$ cat src/rtl/fetch_redirect_unit.sv
`default_nettype none
// ============================================================================
//  Module   : fetch_redirect_unit
//  Purpose  : Instruction-fetch stage. Issues one memory request at a time,
//             fills the IF/ID register, holds a fetched word across load-use
//             stalls and applies branch/JAL/JALR redirects.
//  Revision : 1.0  initial release
// ============================================================================
module fetch_redirect_unit #(
  parameter logic [31:0] RESET_PC = 32'h0000_0000
) (
  input  logic        clk,
  input  logic        rst_n,
  input  logic        PC_Mux,
  input  logic [1:0]  target_sel,
  input  logic [31:0] branch_target,
  input  logic [31:0] jalr_target,
  input  logic [31:0] jal_target,
  input  logic        stall,
  input  logic        imem_ready,
  input  logic [31:0] imem_rdata,
  output logic        imem_req,
  output logic [31:0] imem_addr,
  output logic [31:0] if_id_pc,
  output logic [31:0] if_id_instr,
  output logic        if_id_valid,
  output logic        misalign_err
);

  localparam logic [31:0] NOP_INSTR = 32'h0000_0013;

  typedef enum logic [1:0] {
    IDLE  = 2'd0,
    REQ   = 2'd1,
    DRAIN = 2'd2,
    HOLD  = 2'd3
  } state_t;

  state_t      state_q, state_d;
  logic [31:0] pc_q, pc_d;
  logic [31:0] drain_addr_q, drain_addr_d;   // address of the abandoned request
  logic [31:0] hold_pc_q, hold_pc_d;         // one-entry stall buffer
  logic [31:0] hold_instr_q, hold_instr_d;
  logic [31:0] if_id_pc_q, if_id_pc_d;
  logic [31:0] if_id_instr_q, if_id_instr_d;
  logic        if_id_valid_q, if_id_valid_d;
  logic        misalign_q, misalign_d;
  logic        run_q;                         // reset-release delay flop

  logic        redirect;
  logic [31:0] raw_target;
  logic [31:0] redirect_pc;
  logic        unused_lsbs;

  // Redirect decode: select source, JALR clears bit0, PC always word aligned.
  always_comb begin
    raw_target = branch_target;
    case (target_sel)
      2'b00:   raw_target = branch_target;
      2'b01:   raw_target = {jalr_target[31:1], 1'b0};
      2'b10:   raw_target = jal_target;
      default: raw_target = branch_target;
    endcase
  end

  assign redirect    = PC_Mux && (target_sel != 2'b11);
  assign redirect_pc = {raw_target[31:2], 2'b00};
  // Bit 0 of every target never reaches the word-aligned PC.
  assign unused_lsbs = ^{branch_target[0], jal_target[0], raw_target[0]};

  // Memory interface: DRAIN keeps presenting the old address until it retires.
  assign imem_req     = (state_q == REQ) || (state_q == DRAIN);
  assign imem_addr    = (state_q == DRAIN) ? drain_addr_q : pc_q;
  assign if_id_pc     = if_id_pc_q;
  assign if_id_instr  = if_id_instr_q;
  assign if_id_valid  = if_id_valid_q;
  assign misalign_err = misalign_q;

  // Next-state, PC and IF/ID update logic.
  always_comb begin
    state_d       = state_q;
    pc_d          = pc_q;
    drain_addr_d  = drain_addr_q;
    hold_pc_d     = hold_pc_q;
    hold_instr_d  = hold_instr_q;
    if_id_pc_d    = if_id_pc_q;
    if_id_instr_d = if_id_instr_q;
    if_id_valid_d = if_id_valid_q;
    misalign_d    = 1'b0;

    // Without a stall the decode stage consumes IF/ID; it becomes a bubble
    // unless a new word is loaded below.
    if (!stall) begin
      if_id_valid_d = 1'b0;
    end

    case (state_q)
      IDLE: begin
        if (run_q) begin
          state_d = REQ;
        end
      end
      REQ: begin
        if (redirect) begin
          if (!imem_ready) begin
            drain_addr_d = pc_q;
            state_d      = DRAIN;
          end
        end else if (imem_ready) begin
          if (stall) begin
            hold_pc_d    = pc_q;
            hold_instr_d = imem_rdata;
            state_d      = HOLD;
          end else begin
            if_id_pc_d    = pc_q;
            if_id_instr_d = imem_rdata;
            if_id_valid_d = 1'b1;
            pc_d          = pc_q + 32'd4;
          end
        end
      end
      DRAIN: begin
        if (imem_ready) begin
          state_d = REQ;
        end
      end
      HOLD: begin
        if (redirect) begin
          state_d = REQ;
        end else if (!stall) begin
          if_id_pc_d    = hold_pc_q;
          if_id_instr_d = hold_instr_q;
          if_id_valid_d = 1'b1;
          pc_d          = pc_q + 32'd4;
          state_d       = REQ;
        end
      end
      default: state_d = IDLE;
    endcase

    // A redirect beats stalls and any response arriving this cycle.
    if (redirect) begin
      pc_d          = redirect_pc;
      misalign_d    = raw_target[1];
      if_id_valid_d = 1'b0;
    end
  end

  // State and datapath registers; reset abandons any outstanding request.
  always_ff @(posedge clk or negedge rst_n) begin
    if (!rst_n) begin
      state_q       <= IDLE;
      pc_q          <= RESET_PC;
      drain_addr_q  <= RESET_PC;
      hold_pc_q     <= 32'd0;
      hold_instr_q  <= NOP_INSTR;
      if_id_pc_q    <= 32'd0;
      if_id_instr_q <= NOP_INSTR;
      if_id_valid_q <= 1'b0;
      misalign_q    <= 1'b0;
      run_q         <= 1'b0;
    end else begin
      state_q       <= state_d;
      pc_q          <= pc_d;
      drain_addr_q  <= drain_addr_d;
      hold_pc_q     <= hold_pc_d;
      hold_instr_q  <= hold_instr_d;
      if_id_pc_q    <= if_id_pc_d;
      if_id_instr_q <= if_id_instr_d;
      if_id_valid_q <= if_id_valid_d;
      misalign_q    <= misalign_d;
      run_q         <= 1'b1;
    end
  end

endmodule
`default_nettype wire
$ cat config.mk
export PLATFORM = sky130hd
export DESIGN_NAME = fetch_redirect_unit
export DESIGN_NICKNAME = d
export VERILOG_FILES = /design/src/rtl/fetch_redirect_unit.sv
export SDC_FILE = /design/constraint.sdc
export NUM_CORES = 1
export LEC_CHECK = 0
export BUFFER_PORTS_ARGS = -buffer_cell sky130_fd_sc_hd__buf_2
export CORE_ASPECT_RATIO = 0.6
export CORE_MARGIN = 10
export CORE_UTILIZATION = 25
export CTS_BUF_LIST = sky130_fd_sc_hd__clkbuf_4
export DETAILED_ROUTE_END_ITERATION = 8
export SYNTH_ARGS = -nofsm -noshare
export SYNTH_HDL_FRONTEND = slang
export SYNTH_SLANG_ARGS = --single-unit
$ cat constraint.sdc
create_clock -name clk -period 5.1 [get_ports clk]
set_clock_uncertainty 0.2 [all_clocks]
set_input_delay 1.02 -clock clk [delete_from_list [all_inputs] [get_ports clk]]
set_output_delay 1.02 -clock clk [all_outputs]
set_load 0.1 [all_outputs]
Word-level counts from Yosys, hierarchy flattened
Cells that the tools add are included.
Operators by class
  divide/modulo/power cells: 0
  shifts and indexed selects: 0
  add/subtract/negate cells: 1
  eq/ne operators: 17
  multiplexer cells: 33
  bitwise operators: 2
  multipliers: 0
  $lt $le $gt $ge: 0
  reductions and logical operators: 10
Operator list (count)
  $mux 32: 14
  $pmux 32 s2: 4
  $add 32x3->32 const B: 1
  $mux 2: 8
  $ne 2x2->1 const B: 8
  $ne 3x3->1 const B: 4
  $reduce_and 6->1: 2
  $pmux 2 s4: 1
  $eq 2x2->1 const B: 3
  $mux 1: 5
  $eq 2x1->1 const B: 2
  $reduce_and 4->1: 1
  $reduce_and 3->1: 1
  $reduce_bool 3->1: 1
  $logic_not 2->1: 1
  $not 1->1: 2
  $pmux 1 s2: 1
  $reduce_and 2->1: 1
  $reduce_bool 2->1: 1
  $logic_and 1x1->1: 1
  $logic_or 1x1->1: 1
Storage, ports and cells
  register bits after elaboration: 197
  memory bits (writable): 0
  memories kept: 0
  logic and storage cells: 73
  bits in read-only memories: 0
  input port bits: 135
  latch bits: 0
  output and inout bits: 99

Longest topological paths before layout
  word-level depth: 5
  gate-level depth with buffers: 9

Worst setup path after synthesis
No wires, ideal clock.
  kind: reg2out
  start point: register state_q[0]
  end point: output port imem_addr[13]
  cell stages (with the launch flop): 6
  buffers on the path: 2
  required time: 3.880 ns
  arrival time: 3.119 ns
  slack: 0.761 ns
  cell sequence: dfrtp_1 -> inv_1 -> ha_1 -> clkbuf_1 -> clkbuf_1 -> o21ai_0
On the way
  cells in the longest elaborated chain, start to end: 2
RTL lines
  from (decl): RTL line 39  | state_t state_q, state_d;
  from (signal assigned): RTL line 163  | state_q <= state_d;
  $eq 2x2->1: RTL line 73  | assign imem_addr = (state_q == DRAIN) ? drain_addr_q : pc_q;
  $mux 32: RTL line 73
  to (decl): RTL line 23  | output logic [31:0] imem_addr,
Every way passes these cells.

Worst setup path after layout
  start point: register state_q[0]
  end point: output port imem_addr[15]
Same word-level chain as after synthesis.

==> impl_metrics.env <==
export IMPL_grt_util_met3_pct=3.75
export IMPL_holdWs_ns=0.248
export IMPL_cts_setup_buffers=0
export IMPL_place_area_mm2=0.0109
export IMPL_final_cell_mix="buf_2, dfrtp_1, mux2_2"
export IMPL_setup_viol=0
export IMPL_synth_area_per_cell_um2=11.3
export IMPL_status="finished, final reports clean"
export IMPL_syn_area_mm2=0.00939
export IMPL_cts_buffers=17
export IMPL_powerDensity_mw_per_mm2=723
export IMPL_die_height_um=170
export IMPL_worst_pin_slew_ns=1.06
export IMPL_coreArea_mm2=0.0367
export IMPL_setup_slack_ns=1.08
export IMPL_rr_worst_depth=5
export IMPL_crit_type="reg -> out"
export IMPL_dr_pass1_iters=4
export IMPL_worstPathRequired_ns=3.88
export IMPL_grt_use_met1_pct=16.0
export IMPL_grt_pass1_wl_um=42900
export IMPL_finalPower_mw=8.12
export IMPL_vias=6868
export IMPL_busiest_layer="met2"
export IMPL_final_nets=1155
export IMPL_dp_hpwl_um=20200
export IMPL_portBuffers=226
export IMPL_slowest_stage="ha_2"
export IMPL_path_cells="inv_1 > ha_2 > mux2_2 > buf_2"
export IMPL_r2r_end="drain_addr_q[13]"
export IMPL_critPathMaxStageDelay_ns=0.83
export IMPL_first_global_vias=7111
export IMPL_crit_arrival_ns=2.80
export IMPL_pin_count=234
export IMPL_synth_seq_cells=189
export IMPL_rsz0062_at_grt="false"
export IMPL_antenna_found_initial=2
export IMPL_die_area_mm2=0.0460
export IMPL_fin_crit_sh_pct=78.8
export IMPL_relSlewSlack_pct=29.5
export IMPL_viasPerCell=4.49
export IMPL_r2r_start="state_q[1]"
export IMPL_post_route_util_pct=30.6
export IMPL_grt_util_met2_pct=18.7
export IMPL_tritoncts="built"
export IMPL_gr_usage_all_layers_pct=12.0
export IMPL_placed_cells=1497
export IMPL_start_kind="flip-flop"
export IMPL_yosysWarnings=0
export IMPL_cts_buffer_depth=2
export IMPL_cts_hold_buffers_added=0
export IMPL_grt_max_degree=125
export IMPL_hp_class="in -> async"
export IMPL_final_common_cell="buf_2"
export IMPL_crit_path_end="imem_addr[15]"
export IMPL_drive_above_1_share_pct=40.6
export IMPL_cp_max_fo=35
export IMPL_worst_setup_path_end_kind="output pin"
export IMPL_drt_iter0_markers=303
export IMPL_drc=0
export IMPL_cts_sinks=189
export IMPL_clk_pin_slew_ns=0.16
export IMPL_p_leak_nw=4.81
export IMPL_timing_final_crit_period_ns=4.02
export IMPL_drt_total_wl_um=27800
export IMPL_ant_nets=0
export IMPL_r2r_setup_slack_ns=2.41
export IMPL_grt_ovfl_total=0
export IMPL_hold_viol_final=0
export IMPL_rows=54
export IMPL_cts_htree_levels=4
export IMPL_syn2layout_area_growth_pct=19.6
export IMPL_die_w_um=270
export IMPL_start_util_pct=25.6
export IMPL_synth_seq_area_share_pct=50.4
export IMPL_fin_cells=1530
export IMPL_fin_area_mm2=0.0112
export IMPL_clock_latency_ns=0.60
export IMPL_cts_resized=0
export IMPL_pre_cts_ws_ns=1.60
export IMPL_post_drt_wl_per_cell_um=18.2
export IMPL_place_congestion=0.801
export IMPL_finalSetupTns_ns=0
export IMPL_drv_slew=0
export IMPL_vdd_drop_max_mv=0.387
export IMPL_yosysUniqueCellTypes=46
export IMPL_root_buffer="clkbuf_4"
export IMPL_cap_viol_max_count=0
export IMPL_fmax_ghz=0.249
export IMPL_crit_path_start="state_q[0]"
export IMPL_syn_inst=830
worst max-delay path, delay by kind of cell (launching register included):
family	cells	cell delay, ns
adders and majority gates	1	0.83
buffers and inverters	2	0.55
DFF	1	0.47
muxes	1	0.36
Yosys cell counts, drive strengths merged:
cell type  number  area (µm²)
nand2          19        86.3
dfstp           6         158
a21oi          96         480
ha              8         100
xnor2          22         193
and3b           1        10.0
a221oi          1        15.0
inv            11        41.3
o22ai           1        6.26
xor2            7        61.3
nand4           8        71.3
nor4            7         105
and2            3        21.3
dfrtp         183        4580
o21ai           8        40.0
a22oi          31         233
and4b           1        11.3
mux2i          64         641
buf            46         277
a211oi         30         225
nand2b          1        6.26
nor2          103         387
mux2          117        1320
and4            5        50.1
nor2b           1        6.26
and3            2        12.5
nand3           9        87.6
conb            2        7.51
clkbuf         27         106
nor3           10        55.1
worst min path at each step:
stage,startpoint,to,slack [ns],depth (start not counted)
finish,rst_n,if_id_instr[24],0.25,1
global route,rst_n,if_id_instr[24],0.24,1
CTS,rst_n,if_id_instr[24],0.21,1
detailed placement,hold_pc_q[27],hold_pc_q[27],0.27,2
global placement,hold_pc_q[27],hold_pc_q[27],0.26,2
floorplan,hold_pc_q[13],hold_pc_q[13],0.25,2
where the power goes:
part | internal [mW] | switching (mW) | total, mW
Clock | 0.310 | 0.592 | 0.903
Sequential | 2.17 | 0.410 | 2.58
Combinational | 1.10 | 3.53 | 4.63
cells by family after synthesis:
logic type               Yosys count  synth area share, %
XOR/XNOR                          29                 2.70
other                              2               0.0799
buffers and inverters             84                 4.52
AO/OA/AOI/OAI                    167                 10.6
multiplexers                     181                 20.9
flip-flops                       189                 50.4
AND/OR/NAND/NOR                  170                 9.68
adder cells (fa/ha/maj)            8                 1.07
sequential cells by signal, indices dropped and copies added, names as in the netlist:
signal,cells
hold_pc_q,30
if_id_instr,32
run_q,1
if_id_valid,1
drain_addr_q,30
if_id_pc,30
misalign_err,1
state_q,2
hold_instr_q,32
pc_q,30
routing by layer:
layer / vias to the layer above / part of all wire, %
li1: 3306 / -
met1: 3362 / 48
met2: 183 / 45
met5: - / 0
met4: 0 / 0.82
met3: 17 / 6.2
final cells by class:
class / count / area [µm²]
fill: 3789 / 25500
tap: 504 / 631
clock buffer: 17 / 128
clock inverter: 15 / 179
inverter: 11 / 41.3
timing repair buffer: 233 / 1230
antenna: 1 / 2.50
sequential: 189 / 4740
multi-input combinational: 560 / 4290
(Power assumes the default switching activity.)
